[src/rtl/adv7123_vga_pkg.sv]
// Shared timing constants, segment encoding and helpers for the ADV7123 raster timing generator.
// Defaults describe 640x480 @ 60 Hz with a 25.175 MHz pixel clock.
package adv7123_vga_pkg;

   localparam int DEF_H_ACTIVE = 640;
   localparam int DEF_H_FP     = 16;
   localparam int DEF_H_SYNC   = 96;
   localparam int DEF_H_BP     = 48;
   localparam int DEF_V_ACTIVE = 480;
   localparam int DEF_V_FP     = 10;
   localparam int DEF_V_SYNC   = 2;
   localparam int DEF_V_BP     = 33;
   localparam int DEF_PIX_LAT  = 2;

   localparam int DEF_H_TOTAL      = DEF_H_ACTIVE + DEF_H_FP + DEF_H_SYNC + DEF_H_BP;
   localparam int DEF_V_TOTAL      = DEF_V_ACTIVE + DEF_V_FP + DEF_V_SYNC + DEF_V_BP;
   localparam int DEF_H_SYNC_START = DEF_H_ACTIVE + DEF_H_FP;
   localparam int DEF_H_BACK_START = DEF_H_SYNC_START + DEF_H_SYNC;
   localparam int DEF_V_SYNC_START = DEF_V_ACTIVE + DEF_V_FP;
   localparam int DEF_V_BACK_START = DEF_V_SYNC_START + DEF_V_SYNC;

   typedef enum logic [1:0] {
      SEG_ACTIVE,
      SEG_FRONT,
      SEG_SYNC,
      SEG_BACK
   } seg_t;

   // Strobes that travel together through the latency-matching delay line.
   typedef struct packed {
      logic fs;
      logic ls;
      logic vs;
      logic hs;
      logic de;
   } strobe_t;

   function automatic int cnt_w(input int h_total, input int v_total);
      return $clog2((h_total > v_total) ? h_total : v_total);
   endfunction

   function automatic seg_t seg_decode(input int cnt, input int active, input int fp,
                                       input int sync);
      seg_t seg;
      if (cnt < active)
         seg = SEG_ACTIVE;
      else if (cnt < active + fp)
         seg = SEG_FRONT;
      else if (cnt < active + fp + sync)
         seg = SEG_SYNC;
      else
         seg = SEG_BACK;
      return seg;
   endfunction

   localparam int DEF_CNT_W = cnt_w(DEF_H_TOTAL, DEF_V_TOTAL);

endpackage

[src/rtl/vga_sync_delay.sv]
// DEPTH x WIDTH shift register with enable and async reset to RST_VAL; DEPTH=0 is a wire.
// Latency DEPTH enabled cycles; en=0 freezes every stage.
module vga_sync_delay #(
   parameter int               DEPTH   = 2,
   parameter int               WIDTH   = 1,
   parameter logic [WIDTH-1:0] RST_VAL = '0
) (
   input  logic             clk,
   input  logic             rst,
   input  logic             en,
   input  logic [WIDTH-1:0] d,
   output logic [WIDTH-1:0] q
);

   generate
      if (DEPTH == 0) begin : g_bypass
         assign q = d;
      end else begin : g_shift
         logic [WIDTH-1:0] stage [DEPTH];

         always_ff @(posedge clk or posedge rst) begin
            if (rst) begin
               for (int i = 0; i < DEPTH; i++)
                  stage[i] <= RST_VAL;
            end else if (en) begin
               stage[0] <= d;
               for (int i = 1; i < DEPTH; i++)
                  stage[i] <= stage[i-1];
            end
         end

         assign q = stage[DEPTH-1];
      end
   endgenerate

endmodule

[src/rtl/adv7123_vga_timing.sv]
// Raster timing for the ADV7123: registered pixel fetch requests plus syncs/blank delayed PIX_LAT cycles.
// en=0 stalls everything; define ADV7123_SYNC_ON_GREEN_EN to drive composite sync on sync_n.
module adv7123_vga_timing
   import adv7123_vga_pkg::*;
#(
   parameter int H_ACTIVE  = DEF_H_ACTIVE,
   parameter int H_FP      = DEF_H_FP,
   parameter int H_SYNC    = DEF_H_SYNC,
   parameter int H_BP      = DEF_H_BP,
   parameter int V_ACTIVE  = DEF_V_ACTIVE,
   parameter int V_FP      = DEF_V_FP,
   parameter int V_SYNC    = DEF_V_SYNC,
   parameter int V_BP      = DEF_V_BP,
   parameter bit HSYNC_POL = 1'b0,
   parameter bit VSYNC_POL = 1'b0,
   parameter int PIX_LAT   = DEF_PIX_LAT
) (
   input  logic                        clk,
   input  logic                        rst,
   input  logic                        en,
   output logic                        pix_req,
   output logic [$clog2(H_ACTIVE)-1:0] pix_x,
   output logic [$clog2(V_ACTIVE)-1:0] pix_y,
   output logic                        de,
   output logic                        blank_n,
   output logic                        sync_n,
   output logic                        hsync,
   output logic                        vsync,
   output logic                        line_start,
   output logic                        frame_start
);

   localparam int H_TOTAL = H_ACTIVE + H_FP + H_SYNC + H_BP;
   localparam int V_TOTAL = V_ACTIVE + V_FP + V_SYNC + V_BP;
   localparam int CNT_W   = cnt_w(H_TOTAL, V_TOTAL);
   localparam int PX_W    = $clog2(H_ACTIVE);
   localparam int PY_W    = $clog2(V_ACTIVE);

   localparam logic [CNT_W-1:0] H_LAST = CNT_W'(H_TOTAL - 1);
   localparam logic [CNT_W-1:0] V_LAST = CNT_W'(V_TOTAL - 1);

   localparam strobe_t STROBE_IDLE = '{fs: 1'b0, ls: 1'b0, vs: ~VSYNC_POL, hs: ~HSYNC_POL, de: 1'b0};

   logic [CNT_W-1:0] h_cnt;
   logic [CNT_W-1:0] v_cnt;
   seg_t             h_seg;
   seg_t             v_seg;
   logic             act;
   strobe_t          raw_d;
   strobe_t          raw_q;
   strobe_t          dly;

   always_ff @(posedge clk or posedge rst) begin
      if (rst) begin
         h_cnt <= '0;
         v_cnt <= '0;
      end else if (en) begin
         if (h_cnt == H_LAST) begin
            h_cnt <= '0;
            v_cnt <= (v_cnt == V_LAST) ? '0 : v_cnt + CNT_W'(1);
         end else begin
            h_cnt <= h_cnt + CNT_W'(1);
         end
      end
   end

   always_comb begin
      h_seg = seg_decode(int'(h_cnt), H_ACTIVE, H_FP, H_SYNC);
      v_seg = seg_decode(int'(v_cnt), V_ACTIVE, V_FP, V_SYNC);
      act   = (h_seg == SEG_ACTIVE) && (v_seg == SEG_ACTIVE);

      raw_d    = STROBE_IDLE;
      raw_d.de = act;
      raw_d.hs = (h_seg == SEG_SYNC) ? HSYNC_POL : ~HSYNC_POL;
      raw_d.vs = (v_seg == SEG_SYNC) ? VSYNC_POL : ~VSYNC_POL;
      raw_d.ls = act && (h_cnt == '0);
      raw_d.fs = act && (h_cnt == '0) && (v_cnt == '0);
   end

   // Request stage: strobes are registered alongside pix_req so PIX_LAT counts from the request.
   always_ff @(posedge clk or posedge rst) begin
      if (rst) begin
         pix_req <= 1'b0;
         pix_x   <= '0;
         pix_y   <= '0;
         raw_q   <= STROBE_IDLE;
      end else if (en) begin
         pix_req <= act;
         raw_q   <= raw_d;
         if (act) begin
            pix_x <= h_cnt[PX_W-1:0];
            pix_y <= v_cnt[PY_W-1:0];
         end
      end
   end

   vga_sync_delay #(
      .DEPTH   (PIX_LAT),
      .WIDTH   ($bits(strobe_t)),
      .RST_VAL (STROBE_IDLE)
   ) u_sync_delay (
      .clk (clk),
      .rst (rst),
      .en  (en),
      .d   (raw_q),
      .q   (dly)
   );

   assign de          = dly.de;
   assign blank_n     = dly.de;
   assign hsync       = dly.hs;
   assign vsync       = dly.vs;
   assign line_start  = dly.ls;
   assign frame_start = dly.fs;

`ifdef ADV7123_SYNC_ON_GREEN_EN
   // Composite sync: low while exactly one of the two syncs is in its active level.
   assign sync_n = ~((dly.hs == HSYNC_POL) ^ (dly.vs == VSYNC_POL));
`else
   assign sync_n = 1'b1;
`endif

endmodule

[config.mk]
export PLATFORM = sky130hd
export DESIGN_NAME = adv7123_vga_timing
export DESIGN_NICKNAME = d
export VERILOG_FILES = /design/src/rtl/adv7123_vga_pkg.sv /design/src/rtl/vga_sync_delay.sv /design/src/rtl/adv7123_vga_timing.sv
export SDC_FILE = /design/constraint.sdc
export NUM_CORES = 1
export LEC_CHECK = 0
export BUFFER_PORTS_ARGS = -buffer_cell sky130_fd_sc_hd__buf_2
export CAP_MARGIN = 20
export CORE_AREA = 2 2 80 82
export CTS_BUF_LIST = sky130_fd_sc_hd__clkbuf_4 sky130_fd_sc_hd__clkbuf_8 sky130_fd_sc_hd__clkbuf_16
export DETAILED_ROUTE_END_ITERATION = 10
export DIE_AREA = 0 0 82 84
export PLACE_DENSITY_LB_ADDON = 0.2
export SETUP_SLACK_MARGIN = 0.1
export SYNTH_ARGS = -nofsm -noshare
export SYNTH_HDL_FRONTEND = slang
export SYNTH_SLANG_ARGS = --single-unit
[constraint.sdc]
create_clock -name clk -period 1.8 [get_ports clk]
set_input_delay 0 -clock clk [delete_from_list [all_inputs] [get_ports clk]]
set_output_delay 0 -clock clk [all_outputs]
set_load 0.02 [all_outputs]
* After elaboration in Yosys (flattened, before gate mapping)
Cells that the tools add are included.
** Cells by class
- Add/subtract/negate cells :: 2
- Eq/ne operators :: 4
- Reduce and logical (&&, ||, !) cells :: 9
- Order comparisons :: 6
- Muxes and demuxes :: 10
** Operators by type and width (number)
- $lt A10 B10 Y1 const B :: 3
- $lt A10 B9 Y1 const B :: 3
- $add A10 B1 Y10 const B :: 2
- $eq A10 B10 Y1 const B :: 2
- $logic_not A10 Y1 :: 2
- $mux W10 :: 2
- $mux W2 :: 4
- $eq A2 B2 Y1 const B :: 2
- $logic_not A2 Y1 :: 2
- $mux W1 :: 4
- $reduce_and A2 Y1 :: 2
- $logic_and A1 B1 Y1 :: 3
** Word-level totals
- Input bits :: 3
- Word-level logic and storage cells :: 42
- Flip-flop bits (word level) :: 54

* Logic depth before layout (Yosys ltp)
Gate-level depths: netlist of run 1.
- Depth in word-level cells :: 8
- Mapped depth :: 7

* By module
A second synthesis of run 1 with hierarchy kept.
** Second synthesis, totals
- Cells, all modules :: 202
- Area total of the unflattened synthesis :: 2488.6 µm²
** By module, submodules not included
- adv7123_vga_timing :: times used 1, area an instance 2030.7 µm², cells an instance 175
- vga_sync_delay :: times used 1, area an instance 457.9 µm², cells an instance 27

* Worst setup path after synthesis of run 1
No wires, ideal clock.
- Kind :: flip-flop to flip-flop
- From :: register h_cnt[0]
- To :: register v_cnt[7]
- Setup time :: 0.128 ns
- Clock period less this slack :: 1.877 ns
- Arrival :: 1.750 ns
- Path buffers :: 1
- Path slack :: -0.077 ns
- Cell stages (with the launch flop) :: 7
- Path through :: dfrtp_1 > ha_1 > nand4_4 > or3_1 > buf_2 > nor3_2 > mux2_1
** On the way
- Word-level cells in the longest chain between the ends :: 2
** RTL lines
- start: declaration :: line adv7123_vga_timing.sv:44 : logic [CNT_W-1:0] h_cnt;
- start signal: assignment :: line adv7123_vga_timing.sv:62 : h_cnt <= h_cnt + CNT_W'(1);
- $eq A10 B10 Y1 :: line adv7123_vga_timing.sv:58 : if (h_cnt == H_LAST) begin
- $reduce_and A2 Y1 (no line)
- end signal: assignment :: line adv7123_vga_timing.sv:60 : v_cnt <= (v_cnt == V_LAST) ? '0 : v_cnt + CNT_W'(1);
- end: declaration :: line adv7123_vga_timing.sv:45 : logic [CNT_W-1:0] v_cnt;
No other way between the ends.
A chain may end at the register's enable or synchronous reset.

* Worst setup path in the final report of run 1
- From :: register h_cnt[5]
- To :: register v_cnt[7]
Same word-level chain as after synthesis.

==> impl_metrics.ini, run 1 <==
[power]
clkPwrFrac_pct = 24.8
power_w = 0.002897
p_leak_nw = 1.430
p_sw_share_pct = 31.74
p_int_w = 0.001978
ir_drop_v = 0.0004198
switching_power_w = 0.0009195
pwr-share-seq_pct = 50.5
power_frac_comb_pct = 24.6
p_per_area_mw_per_mm2 = 991.3

[layout]
post-route-util_pct = 47.95
multi_input_area_um2 = 958.4
area_growth_pct = 21.35
nets = 266
fin_area_mm2 = 0.002923
fillers = 595
seq_area_mm2 = 0.001359
antennaDiodeCount = 0
final_cells = 337
drive_gt1_share_pct = 39.23

[sta]
fin_tns_setup_ns = 0
rsz0062_at_grt = yes
fin_crit_sh_pct = 92.71
max_freq_ghz = 0.5992
slew_viol_final = 0
setup_viol = 0
finalHoldViolations = 0
skew_ns = 0.01059
min_period_ns = 1.669
slew_headroom_pct = 63.55
worstMarginPinSlew_ns = 0.5460

[floorplan]
die_x_um = 82
die_height_um = 84
ios = 30
rows = 29
initial_utilization_pct = 39.51
die_area_mm2 = 0.006888
coreArea_mm2 = 0.006096

[logic_synthesis]
synthTopCellsByArea = dfrtp_1, mux2_2, dfstp_2, nor2_1, xnor2_1
postSynthCellCount = 209
syn_avg_cell_area_um2 = 11.52
yosys.area.top_type = dfrtp_1
async_flop_share_pct = 100.0
syn_area_mm2 = 0.002409
ys.warnings.count = 0
synth.distinct_cells = 40
synth_edf_count = 0
synth_top_area_share_pct = 49.87
ys_top_cells_by_count = dfrtp_1, mux2_2, nor2_1
synth.most_common_cell = dfrtp_1
yosys_most_used_dff = dfrtp_1
seq_area_frac_synth_pct = 56.42
synth_seq_cells = 54
syn_nets = 216

[route]
drtIter0Drc = 85
route.detailed.drc = 0
firstDrtPassIters = 4
finalWirelength_mm = 4.472
wl_per_cell_um = 13.27
via_count = 1679
final_antenna_net_count = 0
via_per_inst = 4.982

[clock_network]
cts_buffers = 5
clkTransAtPathRegs_ns = 0.10
clockRootBuffer = clkbuf_8
numClockSinks = 54
tritoncts = done
clockBufferDepth = 2
htree_levels = 2
insertion_delay_ns = 0.31

[placed_design]
placed_cells = 324
dp.final_hpwl_mm = 3.159
io_buffers = 28
globalplace.congestion = 0.7703
placedInstanceArea_mm2 = 0.002775

[critical_path]
crit_path_end_kind = register
start_kind = register
worstSetupPathType = reg -> reg
cp_data_required_time_ns = 2.00
rrSetupSlack_ns = 0.13
critPathArrivalTime_ns = 1.86
crit_path_max_fanout = 4

[global_route]
grt_pass1_vias = 1567
antenna_found_initial = 0
grt_usage_pct = 14.25
overflow = 0
grt_pass1_wl_mm = 7.555
grt_max_degree = 31

[worst_hold_path]
worstHoldPathType = in -> reg

[run]
max_cap_violations = 0

[status]
outcome = finished, final reports clean
## power groups by stage
stage                     Sequential, W  Clock [W]  Combinational (W)
after global placement          0.00149          0           0.000682
final                           0.00146   0.000719           0.000714
after CTS                       0.00147   0.000739           0.000709
after detailed placement        0.00150          0           0.000681
after global routing            0.00149   0.000801           0.000794
after floorplan                 0.00159          0           0.000354
## state kept, by name, summed over array words and instances, names as in the netlist
name                        flops
u_sync_delay.q                  5
pix_y                           9
raw_q                           5
h_cnt                          10
pix_x                          10
v_cnt                          10
u_sync_delay.g_shift.stage      5
## per-layer routing
metal | GRT usage, % | up-vias | wire, µm
met5 | 0 | - | 0
met4 | 4.091 | 0 | 66
met3 | 3.680 | 8 | 146
met2 | 20.92 | 27 | 2009
met1 | 20.66 | 825 | 2248
li1 | - | 819 | -
## per-stage QoR
stage,hold WS [ns],worst slack (ns)
2_1_floorplan,0.1589,0.05698
3_3_place_gp,0.08748,0.1257
3_5_place_dp,0.08599,0.06996
4_1_cts,0.1345,0.1072
5_1_grt,0.1621,0.04459
6_report,0.1347,0.1312
## worst max-delay path: stages (launching register included)
cell,delay [ns]
dfrtp_1,0.39
or2_1,0.28
or3_4,0.43
nor3_2,0.13
mux2_1,0.34
## placed cells by master (no fill, tap or decap), types with 4 or more instances in the layout
cell	instances
dfrtp_1	48
nor2_1	16
nand4_1	5
inv_1	10
xor2_1	4
buf_2	28
o21ai_0	10
nor4_1	4
xnor2_1	6
nand2_1	12
buf_4	27
dfstp_2	6
mux2_2	24
a21oi_1	5
nand3_1	7
clkbuf_8	5
## kinds of logic (layout without fill, tap and decap cells)
kind of cell | count (synthesis) | after routing | synth area share (%)
AOI/OAI and AO/OA | 23 | 23 | 5.767
xor gates and xnor gates | 10 | 10 | 3.636
adders and majority gates | 4 | 4 | 2.078
buffers and inverters | 25 | 76 | 4.415
DFF | 54 | 54 | 56.42
muxes | 25 | 25 | 11.69
other | 1 | 1 | 0.1557
and+or+nand+nor | 67 | 67 | 15.84
## layout make-up
class                   instances  area share (%)
inverters                      11           1.413
multi-input cells             130           32.79
flip-flops and latches         54           46.49
well taps                      77           3.296
repair buffers                 57           12.76
clock inverters                 3          0.8990
clock buffers                   5           2.354
## final timing paths
path | cells after the start | start | endpoint
min in group asynchronous | 3 | rst | pix_y[3]
setup reg to reg | 4 | h_cnt[5] | v_cnt[7]
hold / removal | 4 | en | h_cnt[4]
max in group asynchronous | 4 | rst | raw_q[2]
setup / recovery | 4 | h_cnt[5] | v_cnt[7]
hold reg to reg | 2 | pix_x[8] | pix_x[8]
## what timing repair did
action,4_1_cts,5_1_grt
setup buffers,1,3
endpoints found under the setup margin,3,7
gates resized for setup,1,3
hold endpoints to repair,22,0
hold buffers,1,0
No activity file was read; power rests on OpenSTA's default activity.
==> run 2, diff against run 1 <==
--- a/config.mk
+++ b/config.mk
@@ -13,6 +13,7 @@
 export DIE_AREA = 0 0 82 84
 export PLACE_DENSITY_LB_ADDON = 0.2
 export SETUP_SLACK_MARGIN = 0.1
+export SKIP_LAST_GASP = 1
 export SYNTH_ARGS = -nofsm -noshare
 export SYNTH_HDL_FRONTEND = slang
 export SYNTH_SLANG_ARGS = --single-unit
==> constraint.sdc (replaced) <==
create_clock -name clk -period 1.4 [get_ports clk]
set_input_delay 0 -clock clk [delete_from_list [all_inputs] [get_ports clk]]
set_output_delay 0 -clock clk [all_outputs]
set_load 0.02 [all_outputs]
==> run 2 against run 1 <==
Effect of this change: the flow now finishes with violations (negative setup slack); cell count is 6.5% higher; routed wire length is 15% higher; die area unchanged; via count increased by 7.0%; largest power group unchanged; highest routed layer unchanged.
==> impl_metrics.ini, run 2 (same netlist as run 1, synthesis figures left out) <==
[layout]
antennaDiodeCount = 0
largestRegisters = h_cnt x10, pix_x x10, v_cnt x10
drive_gt1_share_pct = 52.13
layout_commonest_cell = dfrtp_1
area_growth_pct = 37.19
fin_area_mm2 = 0.003304
final_cell_mix = dfrtp_1, buf_4, buf_2
nets = 288

[clock_network]
numClockSinks = 54
insertion_delay_ns = 0.31
tritoncts = done
htree_levels = 2
clockRootBuffer = clkbuf_8
cts_buffers = 5
clkTransAtPathRegs_ns = 0.11
clockBufferDepth = 2

[route]
via_count = 1797
wl_per_cell_um = 14.31
route.detailed.drc = 0
final_antenna_net_count = 0
finalWirelength_mm = 5.139
via_per_inst = 5.006
drtIter0Drc = 99
firstDrtPassIters = 4

[floorplan]
die_x_um = 82
die_area_mm2 = 0.006888
die_height_um = 84
coreArea_mm2 = 0.006096
initial_utilization_pct = 39.51
rows = 29
ios = 30

[sta]
hold_ws_ns = 0.1642
slew_viol_final = 0
worst_slack_ns = -0.2149
rsz0062_at_grt = yes
max_freq_ghz = 0.6192
finalHoldViolations = 0
skew_ns = 0.01285
setup_viol = 24
fin_crit_sh_pct = 115.4
min_period_ns = 1.615

[power]
ir_drop_v = 0.0005889
p_per_area_mw_per_mm2 = 1181
p_leak_nw = 1.621

[critical_path]
reg2reg_from = h_cnt[1]
worst-r2r-cell-count = 5
path_cells = ha_4, nand4_4, or3_4, nor3_4, mux2_4
worstSetupPathType = reg -> reg
crit_path_max_fanout = 4
cp_top_family = simple AND/OR/NAND/NOR gates
rr_endpoint = v_cnt[7]
start_kind = register
crit_end = v_cnt[7]
cp.depth = 5
critPathArrivalTime_ns = 1.82
crit_buf_inv = 0
cp_data_required_time_ns = 1.60
rrSetupSlack_ns = -0.21
max_stage_delay_ns = 0.42
crit_path_end_kind = register
crit_start = h_cnt[1]
critPathSlowestCell = dfrtp_1

[worst_hold_path]
worstHoldPathType = in -> reg
whs_path_depth = 4

[placed_design]
io_buffers = 28
globalplace.congestion = 0.7618
dp.final_hpwl_mm = 3.520
placedInstanceArea_mm2 = 0.002905

[global_route]
grt_max_degree = 37
grt_pass1_vias = 1810
overflow = 0
grt_pass1_wl_mm = 8.459
antenna_found_initial = 0
grt_usage_pct = 15.96

[run]
max_cap_violations = 0

[status]
outcome = finished with violations
violations = negative setup slack
[run 2: per-layer routing]
metal	share of wire, %	global-route usage, %	vias up
li1	-	-	864
met1	44	21.33	881
met2	51	25.35	46
met3	3.9	3.680	6
met4	1.4	5.152	0
met5	0	0	-
[run 2: report_power, final]
group	leakage [nW]	switching [W]	total, W	internal [W]
registers	0.681	0.000140	0.00191	0.00177
clock network	0.0447	0.000544	0.000906	0.000362
logic	0.895	0.000569	0.00109	0.000521
total	1.62	0.00125	0.00390	0.00265
[run 2: worst reg2reg max path: cells and delay by family, from the launching register on]
family / cells / cell delay, ns
simple gates: 3 / 0.61
flops: 1 / 0.42
mux: 1 / 0.31
fa+ha+maj: 1 / 0.17
[run 2: what timing repair did]
item | 4_1_cts | 5_1_grt
pin swaps | 8 | 14
gates resized for setup | 27 | 36
hold buffers | 1 | 0
setup endpoints to repair | 36 | 40
endpoints found under the hold margin | 18 | 0
setup buffers | 5 | 6
[run 2: metrics by stage]
stage               instances  power (W)  worst slack (ns)  utilization, %  setup TNS, ns
floorplan                 209   0.002504           -0.3430               -         -2.650
global placement          340   0.002852           -0.2375           47.66         -2.281
detailed placement        340   0.002876           -0.2497           47.66         -2.714
CTS                       354   0.003855           -0.2272           51.60         -2.836
global route              359   0.004134           -0.2830           54.21         -4.813
finish                    359   0.003903           -0.2149           54.21         -2.996
[run 2: worst min path at each step]
stage	slack, ns	end	from
after floorplan	0.07	h_cnt[0]	rst
after global placement	0.03	pix_x[8]	rst
after detailed placement	0.03	pix_x[7]	rst
after CTS	0.14	h_cnt[4]	en
after global routing	0.17	h_cnt[4]	en
final	0.16	h_cnt[4]	en
[run 2: area by class of cell]
cell class / instances / area (µm²)
inverter: 11 / 45.04
tap: 77 / 96.34
clock inverter: 3 / 25.02
fill: 540 / 2791
sequential: 54 / 1359
multi-input combinational: 130 / 1116
clock buffer: 5 / 68.82
timing repair buffer: 79 / 594.3
==> run 3, diff against run 2 <==
--- a/config.mk
+++ b/config.mk
@@ -13,7 +13,6 @@
 export DIE_AREA = 0 0 82 84
 export PLACE_DENSITY_LB_ADDON = 0.2
 export SETUP_SLACK_MARGIN = 0.1
-export SKIP_LAST_GASP = 1
 export SYNTH_ARGS = -nofsm -noshare
 export SYNTH_HDL_FRONTEND = slang
 export SYNTH_SLANG_ARGS = --single-unit
==> run 3 against run 2 <==
Effect of this change: the run still ends with negative setup slack left; total power about the same; die area did not move; via count stayed put; maximum frequency stayed put; critical endpoint unchanged.
==> impl_metrics.ini, run 3 (same netlist as run 1, synthesis figures left out) <==
[layout]
post-route-util_pct = 54.29
multi_input_area_mm2 = 0.001121
final_cell_mix = dfrtp_1, buf_4, buf_2
antennaDiodeCount = 0
fillers = 539
nets = 288
final_cells = 359
area_growth_pct = 37.40
drive_gt1_share_pct = 52.13
fin_area_mm2 = 0.003309
largestRegisters = h_cnt x10, pix_x x10, v_cnt x10
layout_commonest_cell = dfrtp_1
seq_area_mm2 = 0.001359

[power]
ir_drop_v = 0.0005890
p_leak_nw = 1.629
p_per_area_mw_per_mm2 = 1179

[clock_network]
numClockSinks = 54
clockBufferDepth = 2
tritoncts = done
insertion_delay_ns = 0.31
clockRootBuffer = clkbuf_8
cts_buffers = 5
clkTransAtPathRegs_ns = 0.11
htree_levels = 2

[worst_hold_path]
whs_path_depth = 4
holdPathEnd = h_cnt[4]
hp-start = en
worstHoldPathType = in -> reg

[route]
drtIter0Drc = 99
finalWirelength_mm = 5.137
via_count = 1797
route.detailed.drc = 0
firstDrtPassIters = 4
final_antenna_net_count = 0
via_per_inst = 5.006
wl_per_cell_um = 14.31

[critical_path]
critPathArrivalTime_ns = 1.82
cp_data_required_time_ns = 1.60
rr_endpoint = v_cnt[7]
worst-r2r-cell-count = 5
worstSetupPathType = reg -> reg
max_stage_delay_ns = 0.42
cp_top_family = simple AND/OR/NAND/NOR gates
crit_path_max_fanout = 4
crit_path_end_kind = register
path_cells = ha_4, nand4_4, or3_4, nor3_4, mux2_4
reg2reg_from = h_cnt[1]
rrSetupSlack_ns = -0.21
start_kind = register
crit_buf_inv = 0
critPathSlowestCell = dfrtp_1

[sta]
finalHoldViolations = 0
fin_crit_sh_pct = 115.4
worst_slack_ns = -0.2149
skew_ns = 0.01285
slew_viol_final = 0
rsz0062_at_grt = yes
fin_tns_setup_ns = -2.996
min_period_ns = 1.615
setup_viol = 24
max_freq_ghz = 0.6192

[global_route]
antenna_found_initial = 0
grt_max_degree = 37
busiest_layer = met2
grt_use_met2_pct = 25.35
gr-usage-met3_pct = 3.680
grt_usage_pct = 15.96
grt_pass1_vias = 1810
grt_pass1_wl_mm = 8.459
overflow = 0
gr-usage-met1_pct = 21.33

[placed_design]
io_buffers = 28
dp.final_hpwl_mm = 3.520
globalplace.congestion = 0.7618
placed_cells = 340
placedInstanceArea_mm2 = 0.002905

[floorplan]
rows = 29
die_area_mm2 = 0.006888
ios = 30
coreArea_mm2 = 0.006096
initial_utilization_pct = 39.51
die_height_um = 84
die_x_um = 82

[status]
outcome = finished with violations
violations = negative setup slack

[run]
max_cap_violations = 0
-- run 3: how the worst max path moves through the flow --
stage / start / end / slack [ns] / depth (start not counted)
6_report: h_cnt[1] / v_cnt[7] / -0.21 / 5
2_1_floorplan: h_cnt[0] / v_cnt[7] / -0.34 / 6
3_3_place_gp: h_cnt[1] / v_cnt[7] / -0.24 / 5
3_5_place_dp: h_cnt[1] / v_cnt[7] / -0.25 / 5
4_1_cts: h_cnt[1] / v_cnt[7] / -0.23 / 5
5_1_grt: h_cnt[1] / v_cnt[7] / -0.28 / 5
-- run 3: repair_timing --
action                                  4_1_cts  5_1_grt
hold buffers                                  1        0
resized for setup                            27       37
endpoints found under the hold margin        18        0
pin swaps                                     8       14
buffers inserted                              5        6
endpoints found under the setup margin       36       40
-- run 3: through the flow --
step / power, W / hold WS [ns] / worst slack (ns)
final: 0.003903 / 0.1642 / -0.2149
after global routing: 0.004134 / 0.1744 / -0.2830
after CTS: 0.003855 / 0.1431 / -0.2272
after detailed placement: 0.002876 / 0.03089 / -0.2497
after global placement: 0.002852 / 0.03091 / -0.2375
after floorplan: 0.002504 / 0.06556 / -0.3430
-- run 3: worst reg2reg max path: cells and delay by family (launching register included) --
kind	cells	cell delay, ns
flops	1	0.42
simple gates	3	0.61
fa+ha+maj	1	0.17
mux	1	0.31
-- run 3: report_power, final --
part / internal, W / total (W) / switching (W)
clock network: 0.000362 / 0.000906 / 0.000544
registers: 0.00177 / 0.00191 / 0.000140
logic: 0.000522 / 0.00109 / 0.000570
total: 0.00265 / 0.00390 / 0.00125
-- run 3: layout make-up --
| type | count | area share [%] |
|---|---|---|
| flip-flops and latches | 54 | 41.06 |
| multi-input cells | 130 | 33.88 |
| repair buffers | 79 | 17.96 |
| well taps | 77 | 2.911 |
| clock buffers | 5 | 2.079 |
| inverters | 11 | 1.361 |
| clock inverters | 3 | 0.7561 |
-- run 3: per-layer routing --
layer / part of all wire [%] / wire (µm) / vias up
li1: - / - / 864
met1: 44 / 2264 / 881
met2: 51 / 2598 / 46
met3: 3.9 / 199 / 6
met4: 1.4 / 74 / 0
met5: 0 / 0 / -
